--- src/rtl/ddr_pkg.sv ---
// Shared definitions for MCB user-port controllers: command encodings,
// scheduler state encoding and the MCB data FIFO depth.
package ddr_pkg;

    localparam logic [2:0] CMD_WRITE = 3'b000;
    localparam logic [2:0] CMD_READ  = 3'b001;

    localparam int MCB_FIFO_DEPTH = 64;

    // CALIB must encode as zero so state_dbg reads 0 out of reset.
    typedef enum logic [1:0] {
        CALIB = 2'd0,
        IDLE  = 2'd1,
        CMD   = 2'd2,
        ACK   = 2'd3
    } state_t;

endpackage

--- src/rtl/sync2.sv ---
// Two-flop synchroniser for slow asynchronous level flags (e.g. MCB
// calibration done). The output is low until two clean samples are taken.
module sync2 #(
    parameter int W = 1
) (
    input  logic         clk,
    input  logic         rst_n,
    input  logic [W-1:0] d,
    output logic [W-1:0] q
);

    logic [W-1:0] meta_reg;
    logic [W-1:0] sync_reg;

    // Shift the asynchronous input through two flops.
    always_ff @(posedge clk or negedge rst_n) begin
        if (!rst_n) begin
            meta_reg <= '0;
            sync_reg <= '0;
        end else begin
            meta_reg <= d;
            sync_reg <= meta_reg;
        end
    end

    assign q = sync_reg;

endmodule

--- src/rtl/ddr_frame_scheduler.sv ---
// Single MCB user-port scheduler shared between the pixel writer (back
// buffer) and the display reader (front buffer). Issues one burst command
// per three cycles, keeps per-frame write/read pointers, and swaps buffers
// only at a display vsync that follows a completed writer frame.
module ddr_frame_scheduler
    import ddr_pkg::*;
#(
    parameter int FRAME_BYTES = 282240,
    parameter int BUF0_BASE   = 0,
    parameter int BUF1_BASE   = 282240
) (
    input  logic        clk,
    input  logic        rst_n,
    input  logic        mem_calib_done,
    input  logic        wr_req,
    input  logic [6:0]  wr_len,
    output logic        wr_done,
    input  logic        frame_done,
    input  logic        rd_req,
    input  logic [6:0]  rd_len,
    output logic        rd_done,
    input  logic        frame_start,
    input  logic        cmd_full,
    input  logic [6:0]  wr_count,
    input  logic [6:0]  rd_count,
    output logic        cmd_en,
    output logic [2:0]  cmd_instr,
    output logic [5:0]  cmd_bl,
    output logic [29:0] cmd_byte_addr,
    output logic        memory_frame,
    output logic        overflow,
    output logic [3:0]  state_dbg
);

    localparam logic [29:0] FRAME_LIMIT = 30'(FRAME_BYTES);
    localparam logic [29:0] BUF0_ADDR   = 30'(BUF0_BASE);
    localparam logic [29:0] BUF1_ADDR   = 30'(BUF1_BASE);
    localparam logic [7:0]  FIFO_LIMIT  = 8'(MCB_FIFO_DEPTH);

    state_t      state_reg;
    logic [29:0] wr_ptr_reg;
    logic [29:0] rd_ptr_reg;
    logic        swap_pend_reg;
    logic        vsync_pend_reg;
    logic        last_rd_reg;     // 0: last served was a write (reset value)
    logic        is_rd_reg;       // type of the command in flight
    logic [6:0]  len_reg;         // length of the command in flight

    logic        calib_sync;
    logic        wr_elig;
    logic        rd_elig;
    logic        pick_rd;
    logic [7:0]  rd_fill;
    logic [29:0] back_base;
    logic [29:0] front_base;
    logic [29:0] wr_addr;
    logic [29:0] rd_addr;
    logic [6:0]  sel_len;
    logic [6:0]  sel_len_m1;
    logic [29:0] sel_ptr;
    logic [29:0] ptr_sum;
    logic        ptr_wrap;
    logic        vsync_take;

    sync2 #(.W(1)) u_calib_sync (
        .clk   (clk),
        .rst_n (rst_n),
        .d     (mem_calib_done),
        .q     (calib_sync)
    );

    // Request eligibility: a write needs its data already in the write FIFO,
    // a read needs room for the whole burst in the read FIFO.
    assign rd_fill = {1'b0, rd_count} + {1'b0, rd_len};
    assign wr_elig = wr_req && !cmd_full && (wr_count >= wr_len);
    assign rd_elig = rd_req && !cmd_full && (rd_fill <= FIFO_LIMIT);

    // Round-robin only matters under contention: then serve the type that
    // did not go last.
    assign pick_rd = rd_elig && (!wr_elig || !last_rd_reg);

    // The writer always fills the buffer the display is not showing.
    assign back_base  = memory_frame ? BUF0_ADDR : BUF1_ADDR;
    assign front_base = memory_frame ? BUF1_ADDR : BUF0_ADDR;
    assign wr_addr    = back_base + wr_ptr_reg;
    assign rd_addr    = front_base + rd_ptr_reg;
    assign sel_len    = pick_rd ? rd_len : wr_len;
    assign sel_len_m1 = sel_len - 7'd1;

    // Pointer advance for the command in flight, wrapping at the frame end.
    assign sel_ptr  = is_rd_reg ? rd_ptr_reg : wr_ptr_reg;
    assign ptr_sum  = sel_ptr + {21'd0, len_reg, 2'b00};
    assign ptr_wrap = (ptr_sum >= FRAME_LIMIT);

    assign vsync_take = (state_reg == IDLE) && vsync_pend_reg;
    assign state_dbg  = {2'b00, state_reg};

    // Frame events are latched in any state; a fresh pulse wins over the
    // clear so an event arriving in the consuming cycle is not lost.
    always_ff @(posedge clk or negedge rst_n) begin
        if (!rst_n) begin
            swap_pend_reg  <= 1'b0;
            vsync_pend_reg <= 1'b0;
        end else begin
            if (frame_done) begin
                swap_pend_reg <= 1'b1;
            end else if (vsync_take) begin
                swap_pend_reg <= 1'b0;
            end
            if (frame_start) begin
                vsync_pend_reg <= 1'b1;
            end else if (vsync_take) begin
                vsync_pend_reg <= 1'b0;
            end
        end
    end

    // Main sequencer: calibration wait, arbitration, command strobe, ack.
    always_ff @(posedge clk or negedge rst_n) begin
        if (!rst_n) begin
            state_reg     <= CALIB;
            cmd_en        <= 1'b0;
            cmd_instr     <= 3'b000;
            cmd_bl        <= 6'd0;
            cmd_byte_addr <= 30'd0;
            wr_done       <= 1'b0;
            rd_done       <= 1'b0;
            memory_frame  <= 1'b0;
            overflow      <= 1'b0;
            wr_ptr_reg    <= 30'd0;
            rd_ptr_reg    <= 30'd0;
            last_rd_reg   <= 1'b0;
            is_rd_reg     <= 1'b0;
            len_reg       <= 7'd0;
        end else begin
            cmd_en  <= 1'b0;
            wr_done <= 1'b0;
            rd_done <= 1'b0;
            case (state_reg)
                CALIB: begin
                    if (calib_sync) begin
                        state_reg <= IDLE;
                    end
                end
                IDLE: begin
                    if (vsync_pend_reg) begin
                        if (swap_pend_reg) begin
                            memory_frame <= ~memory_frame;
                            wr_ptr_reg   <= 30'd0;
                        end
                        rd_ptr_reg <= 30'd0;
                    end else if (wr_elig || rd_elig) begin
                        is_rd_reg     <= pick_rd;
                        last_rd_reg   <= pick_rd;
                        len_reg       <= sel_len;
                        cmd_instr     <= pick_rd ? CMD_READ : CMD_WRITE;
                        cmd_bl        <= sel_len_m1[5:0];
                        cmd_byte_addr <= pick_rd ? rd_addr : wr_addr;
                        cmd_en        <= 1'b1;
                        state_reg     <= CMD;
                    end
                end
                CMD: begin
                    wr_done   <= !is_rd_reg;
                    rd_done   <= is_rd_reg;
                    state_reg <= ACK;
                end
                ACK: begin
                    if (is_rd_reg) begin
                        rd_ptr_reg <= ptr_wrap ? 30'd0 : ptr_sum;
                    end else begin
                        wr_ptr_reg <= ptr_wrap ? 30'd0 : ptr_sum;
                    end
                    if (ptr_wrap) begin
                        overflow <= 1'b1;
                    end
                    state_reg <= IDLE;
                end
                default: begin
                    state_reg <= CALIB;
                end
            endcase
        end
    end

endmodule

--- config.mk ---
export PLATFORM = sky130hd
export DESIGN_NAME = ddr_frame_scheduler
export DESIGN_NICKNAME = d
export VERILOG_FILES = /design/src/rtl/ddr_pkg.sv /design/src/rtl/sync2.sv /design/src/rtl/ddr_frame_scheduler.sv
export SDC_FILE = /design/constraint.sdc
export NUM_CORES = 1
export LEC_CHECK = 0
export BUFFER_PORTS_ARGS = -buffer_cell sky130_fd_sc_hd__buf_4
export CORE_ASPECT_RATIO = 0.7
export CORE_MARGIN = 5
export CORE_UTILIZATION = 40
export DETAILED_ROUTE_END_ITERATION = 7
export PLACE_DENSITY_LB_ADDON = 0.15
export REMOVE_ABC_BUFFERS = 1
export SLEW_MARGIN = 15
export SYNTH_ARGS = -nofsm -noshare
export SYNTH_HDL_FRONTEND = slang
export SYNTH_SLANG_ARGS = --single-unit
--- constraint.sdc ---
create_clock -name clk -period 6.1 [get_ports clk]
set_input_delay 1.22 -clock clk [delete_from_list [all_inputs] [get_ports clk]]
set_output_delay 1.22 -clock clk [all_outputs]
set_load 0.005 [all_outputs]
==> results of run 1 <==
## logic make-up after synthesis
group | after synthesis | synth area share (%)
AO/OA/AOI/OAI | 224 | 20.58
XOR/XNOR | 71 | 7.762
adder cells (fa/ha/maj) | 43 | 6.903
buffers and inverters | 88 | 5.435
flip-flops | 115 | 35.92
multiplexers | 44 | 5.810
other | 1 | 0.04681
AND/OR/NAND/NOR | 262 | 17.54
## through the flow
stage          hold WS [ns]  power (W)  instance area (µm²)  util (%)  worst slack, ns
6_report             0.3482   0.003643                 9354     47.37            1.313
5_1_grt              0.3542   0.003853                 9354     47.37            1.049
4_1_cts              0.3502   0.003651                 9354     47.37            1.413
3_5_place_dp         0.3364   0.002530                 8705     44.08            1.156
3_3_place_gp         0.3366   0.002533                 8705     44.08            1.160
2_1_floorplan        0.3312   0.001922                 7670         -            1.037
## where the power goes
part | internal [W] | switching, W
clock | 0.000737 | 0.000379
sequential | 0.000926 | 0.000149
combinational | 0.000568 | 0.000883
## cell usage in the layout (no fill, tap or decap), types with 13 or more instances in the layout
cell type                   count
sky130_fd_sc_hd__o21ai_1       15
sky130_fd_sc_hd__clkbuf_16     17
sky130_fd_sc_hd__nand4_1       13
sky130_fd_sc_hd__mux2i_1       24
sky130_fd_sc_hd__dfrtp_1      114
sky130_fd_sc_hd__nor3_1        16
sky130_fd_sc_hd__nand3_1       28
sky130_fd_sc_hd__and2_1        26
sky130_fd_sc_hd__buf_4         92
sky130_fd_sc_hd__o22ai_1       14
sky130_fd_sc_hd__inv_1         21
sky130_fd_sc_hd__ha_1          41
sky130_fd_sc_hd__mux2_2        15
sky130_fd_sc_hd__o21ai_0       34
sky130_fd_sc_hd__a21oi_1       29
sky130_fd_sc_hd__nor2_1        49
sky130_fd_sc_hd__a21o_1        14
sky130_fd_sc_hd__xor2_1        26
sky130_fd_sc_hd__a32o_1        23
sky130_fd_sc_hd__xnor2_1       45
sky130_fd_sc_hd__nand2_1       57
## path summary, 6_finish.rpt
path | end | from
max | wr_ptr_reg[14] | is_rd_reg
min | u_calib_sync.q | u_calib_sync.meta_reg
max reg2reg | wr_ptr_reg[14] | is_rd_reg
min reg2reg | u_calib_sync.q | u_calib_sync.meta_reg
max in group asynchronous | cmd_byte_addr[25] | rst_n
min in group asynchronous | overflow | rst_n
## final cells by class
type                            count  share of cell area, %
Timing Repair Buffer               92                  7.384
Inverter                           22                 0.8828
Clock inverter                     12                  2.167
Sequential cell                   115                  30.78
Tap cell                          270                  3.612
Clock buffer                       20                  4.775
Multi-Input combinational cell    648                  50.40
## routing by layer
metal  up-vias  wire, µm  track usage [%]
li1       3228         -                -
met1      3335     12790            34.37
met2       176      9665            28.53
met3        15      1145            4.053
met4         0       233            5.192
met5         -         0                0
==> parameters.txt, run 1 <==
Parameter                              Value

Layout
  Proportion of layout cells with a drive suffix above 1    17.49%
  Multi-input gate area    4715 µm²
  Number of nets in the layout    975
  Final non-filler cell total    1179
  Area overhead of the layout relative to synthesis    16.76%
  Number of fill cells    between 1500 and 2000
  Combined flip-flop and latch cell area    2879 µm²
  Diode insertion count for antenna repair    0

Synthesis
  Async SR Flop Fraction    100.0%
  Gate Count Post-Synth    around 850
  Flip-flop and latch count after synthesis    115
  Number of flops mapped to enable cells by yosys    0
  Most frequent cells after synthesis    115 x sky130_fd_sc_hd__dfrtp_1, 57 x sky130_fd_sc_hd__nand2_1, 49 x sky130_fd_sc_hd__nor2_1
  Post-synthesis cell area    8011 µm²
  Syn_area_per_cell    9.447 µm²
  Dominant cell by count in the synthesized netlist    sky130_fd_sc_hd__dfrtp_1
  Top-area cell type share of the netlist area    35.92%
  Share of the yosys chip area belonging to registers    35.92%
  Ranking of synthesized cells by area    sky130_fd_sc_hd__dfrtp_1 36%, sky130_fd_sc_hd__ha_1 6.4%, sky130_fd_sc_hd__xnor2_1 4.9%
  Yosys top cell by area    sky130_fd_sc_hd__dfrtp_1
  Main synth FF type    sky130_fd_sc_hd__dfrtp_1
  Number of distinct library cells after synthesis    78
  Number of warnings reported in the yosys synthesis log    0

Timing
  Count of final hold-check violations    0
  Number of slew-limit violations in the final report    0
  Transition at the pin with the smallest max-transition slack    1.072 ns
  Final Skew    between 0.01 and 0.015 ns
  Unrepaired setup endpoints after global routing    no
  Endpoints failing setup    0
  Setup_tns    0 ns
  Maximum achievable frequency    208.9 MHz
  Final cycle utilization of the critical path    78.48%
  Time the final worst path needs with I/O delays and setup    4.787 ns
  Worst max-slew margin expressed relative to the limit    28.42%

Floorplan
  Floorplan row count    43
  Die width    roughly 180 µm
  Chip Height    about 130 µm
  Core area    19750 µm²
  Die area    23000 µm²
  Effective utilization at floorplan    between 40% and 50%
  Ports    84

Global route
  Initial antenna violation count    0
  Remaining global-route overflow    0
  Vias in the first global route    between 6000 and 7000
  Wire length of the first global-routing pass    37630 µm
  Gr usage total    21.21%
  Maximum number of pins on one net before global-route repair    73

Power and ir drop
  Total power density per cell area    389.4 nW/µm²
  VDD IR max    0.2310 mV
  Leak Pwr    4.257 nW

CTS
  Number of post-CTS setup repair buffers    0
  Resized Gates After CTS    0
  Hold-fix buffers, CTS    0
  CTS tree    yes
  Clock root buffer    sky130_fd_sc_hd__clkbuf_16
  Clock slew seen by the registers of the worst setup and hold paths    0.06 ns
  Number of buffers created by CTS    17
  CTS sink count    115
  Max H-tree Level    4
  Source-to-sink clock delay at the later pin of the worst-skew pair    0.43 ns
  Clock buffer depth    2

Route
  Average routed wire per standard cell    roughly 20 µm
  Vias per Instance    5.729
  Number of optimization iterations in the first detailed-route pass    5
  DRC violations left    0
  Iteration-0 DRC count of the detailed router    between 600 and 700
  Remaining antenna violation count after routing    0
  Vias after detailed routing    6754
  Final wirelength    around 24000 µm

Critical path
  Kind of capture point of the worst setup path    flop
  Critical path data arrival time    about 5.1 ns
  Critical Path Fanout Max    29
  Cell count of the worst reg-to-reg path    12
  Flop-to-flop setup slack    1.31 ns
  Critical path class    flop to flop
  Cell with the largest stage delay on the worst path    sky130_fd_sc_hd__a211oi_2
  Family with the most delay on the worst path    compound AO/OA/AOI/OAI gates
  Critical path's most frequent cell    sky130_fd_sc_hd__buf_4
  Data required time of the worst path    6.41 ns
  Highest cell delay on the worst timing path    approximately 0.63 ns
  Path length in cells of the critical path    12
  Kind of start point of the critical path    flop
  Cell breakdown of the critical path    buf_4, mux2_2, ha_1, a211oi_1, o211ai_1, and3_1, xnor2_1, a41oi_1, a211oi_2, nor3_4, buf_4, a32o_1
  Crit path buf inv count    2

Hold path
  Hold Path Stages    0
  Type of the worst min-delay path    flop to flop

Placement
  Inst Count DP    1147
  Gp weighted congestion    ~0.9
  DPL Wire Length    about 17000 µm
  Count of port buffers added during placement    79

Flow run
  Max-cap check violation count    0

Outcome
  Status    finished clean
(Power assumes the default switching activity.)
==> inputs of run 2 (changes only) <==
==> constraint.sdc (replaced) <==
create_clock -name clk -period 4.77 [get_ports clk]
set_input_delay 0.954 -clock clk [delete_from_list [all_inputs] [get_ports clk]]
set_output_delay 0.954 -clock clk [all_outputs]
set_load 0.005 [all_outputs]
==> run 2 against run 1 <==
Clock skew is 0.0025 ns lower; non-clock buffer count is 8 higher; sequential share of layout area hardly changed; clock-buffer cell count is 1 lower; sequential power is 26% higher; setup slack worse by 0.94 ns; design area hardly changed; routed wire length is 0.50% lower; first-iteration DRC count is 4.4% lower; die area stayed put; clock power is 7% higher; largest cell class unchanged.
==> parameters.txt, run 2 (synthesis gave the netlist of run 1 again) <==
Parameter                              Value

Outcome
  Status    finished clean

Route
  Vias per Instance    between 5 and 6
  Vias after detailed routing    6819
  Final wirelength    23710 µm
  Average routed wire per standard cell    approximately 20 µm
  Iteration-0 DRC count of the detailed router    615
  Remaining antenna violation count after routing    0
  Number of optimization iterations in the first detailed-route pass    7
  DRC violations left    0

Global route
  Gr usage total    21.31%
  Maximum number of pins on one net before global-route repair    75
  Initial antenna violation count    0
  Vias in the first global route    6611
  Wire length of the first global-routing pass    between 30000 and 40000 µm
  Remaining global-route overflow    0

Floorplan
  Effective utilization at floorplan    40.57%
  Die width    roughly 180 µm
  Core area    19750 µm²
  Floorplan row count    43
  Ports    84
  Die area    23000 µm²
  Chip Height    128.4 µm

Timing
  Final Skew    a little under 0.01 ns
  Number of slew-limit violations in the final report    0
  Unrepaired setup endpoints after global routing    no
  Maximum achievable frequency    227.4 MHz
  Setup_tns    0 ns
  Worst Hold Margin    0.3484 ns
  Transition at the pin with the smallest max-transition slack    approximately 0.9 ns
  Endpoints failing setup    0
  Time the final worst path needs with I/O delays and setup    around 4.4 ns
  Final cycle utilization of the critical path    92.21%
  Worst max-slew margin expressed relative to the limit    38.77%
  Setup slack after layout    0.3718 ns
  Count of final hold-check violations    0

Hold path
  Hold Path Stages    0
  Type of the worst min-delay path    flop to flop

Critical path
  Critical path data arrival time    4.71 ns
  Flop-to-flop setup slack    between 0.3 and 0.4 ns
  Reg2reg end    rd_ptr_reg[9]
  Family with the most delay on the worst path    compound AO/OA/AOI/OAI gates
  Cell count of the worst reg-to-reg path    12
  Cell with the largest stage delay on the worst path    sky130_fd_sc_hd__a211oi_2
  Critical Path Fanout Max    29
  Kind of start point of the critical path    flop
  Reg2Reg Launch Point    is_rd_reg
  Crit path buf inv count    1
  Data required time of the worst path    5.09 ns
  Critical path capture point    rd_ptr_reg[9]
  Critical path class    flop to flop
  Kind of capture point of the worst setup path    flop
  Start point of the critical path    is_rd_reg
  Path length in cells of the critical path    12
  Highest cell delay on the worst timing path    0.53 ns
  Cell breakdown of the critical path    mux2_2, ha_1, fa_1, a211oi_1, o211ai_1, and3_1, xnor2_1, a41oi_1, a211oi_2, nor3_4, buf_12, a32o_1

Power and ir drop
  Share of power burned in registers    a little under a third
  Internal Power    around 0.0026 W
  Combinational fraction of design power    42.4%
  Leak Pwr    4.258 nW
  Total power density per cell area    ~480 nW/µm²
  Net switching power of the design    0.001809 W
  Switching part of the total power    40.69%
  VDD IR max    0.2730 mV
  Clock network fraction of design power    roughly 27%

Layout
  Commonest non-fill, non-tap cell in the layout    sky130_fd_sc_hd__dfrtp_1
  Proportion of layout cells with a drive suffix above 1    between 15 and 20%
  Area overhead of the layout relative to synthesis    16.66%
  Number of nets in the layout    983
  Number of fill cells    roughly 1900
  Leading cell types in the layout, fill and taps excluded    114 x sky130_fd_sc_hd__dfrtp_1, 98 x sky130_fd_sc_hd__buf_4, 57 x sky130_fd_sc_hd__nand2_1, 49 x sky130_fd_sc_hd__nor2_1, 45 x sky130_fd_sc_hd__xnor2_1
  Diode insertion count for antenna repair    0

CTS
  Number of buffers created by CTS    17
  Clock root buffer    sky130_fd_sc_hd__clkbuf_16
  Max H-tree Level    4
  Source-to-sink clock delay at the later pin of the worst-skew pair    about 0.43 ns
  Number of post-CTS setup repair buffers    0
  Resized Gates After CTS    0
  Hold-fix buffers, CTS    0
  Clock slew seen by the registers of the worst setup and hold paths    0.06 ns
  Clock buffer depth    2
  CTS sink count    115
  CTS tree    yes

Placement
  Pre-CTS setup slack    0.1890 ns
  Gp weighted congestion    slightly above 0.9
  DPL Wire Length    17160 µm
  Count of port buffers added during placement    79

Flow run
  Max-cap check violation count    0
## run 2: cell count changes in the layout (fill, tap and decap cells not counted)
cell | previous run | this run
sky130_fd_sc_hd__bufinv_16 | 5 | 0
sky130_fd_sc_hd__clkinvlp_4 | 1 | 2
sky130_fd_sc_hd__buf_4 | 92 | 98
sky130_fd_sc_hd__clkbuf_1 | 2 | 0
sky130_fd_sc_hd__buf_12 | 0 | 2
sky130_fd_sc_hd__clkinv_4 | 2 | 7
sky130_fd_sc_hd__clkbuf_8 | 1 | 2
## run 2: metal layers
metal / GRT usage (%) / share of wire (%) / vias to the layer above / routed length [µm]
met3: 4.905 / 6.4 / 16 / 1528
met4: 5.282 / 1.2 / 0 / 291
met2: 28.91 / 41 / 215 / 9612
met1: 33.78 / 52 / 3344 / 12280
li1: - / - / 3244 / -
met5: 0 / 0 / - / 0
## run 2: metrics by stage
stage | total power (W) | utilization (%) | area [µm²] | cells
finish | 0.004447 | 47.34 | 9346 | 1187
floorplan | 0.002458 | - | 7670 | 785
global route | 0.004723 | 47.34 | 9346 | 1187
detailed placement | 0.003263 | 44.52 | 8790 | 1155
global placement | 0.003253 | 44.52 | 8790 | 1155
CTS | 0.004477 | 47.34 | 9346 | 1187
## run 2: power by group through the flow
stage	clock, W	sequential, W	combinational, W
after floorplan	0	0.00139	0.00107
after global placement	0	0.00138	0.00187
after detailed placement	0	0.00138	0.00188
after CTS	0.00122	0.00137	0.00189
after global routing	0.00126	0.00139	0.00207
final	0.00120	0.00136	0.00188
## run 2: cell type report
cell class	instances	area [µm²]	share of cell area (%)
clock buffer	19	452.9	4.846
clock inverter	13	103.9	1.111
inverter	22	82.58	0.8835
multi-input combinational	648	4715	50.44
sequential	115	2879	30.80
tap	270	337.8	3.614
timing repair buffer	100	775.7	8.300
## run 2: worst reg2reg max path: cells and delay by family, from the launching register on
kind	cells	cell delay (ns)
buffers and inverters	1	0.20
AOI/OAI and AO/OA	5	1.64
muxes	1	0.36
adders and majority gates	2	0.74
and+or+nand+nor	2	0.53
xor gates and xnor gates	1	0.32
DFF	1	0.47
## run 2: worst min path at each step
| stage | startpoint | to | slack [ns] |
|---|---|---|---|
| floorplan | u_calib_sync.meta_reg | u_calib_sync.q | 0.33 |
| global placement | u_calib_sync.meta_reg | u_calib_sync.q | 0.34 |
| detailed placement | u_calib_sync.meta_reg | u_calib_sync.q | 0.34 |
| CTS | u_calib_sync.meta_reg | u_calib_sync.q | 0.35 |
| global route | u_calib_sync.meta_reg | u_calib_sync.q | 0.35 |
| finish | u_calib_sync.meta_reg | u_calib_sync.q | 0.35 |
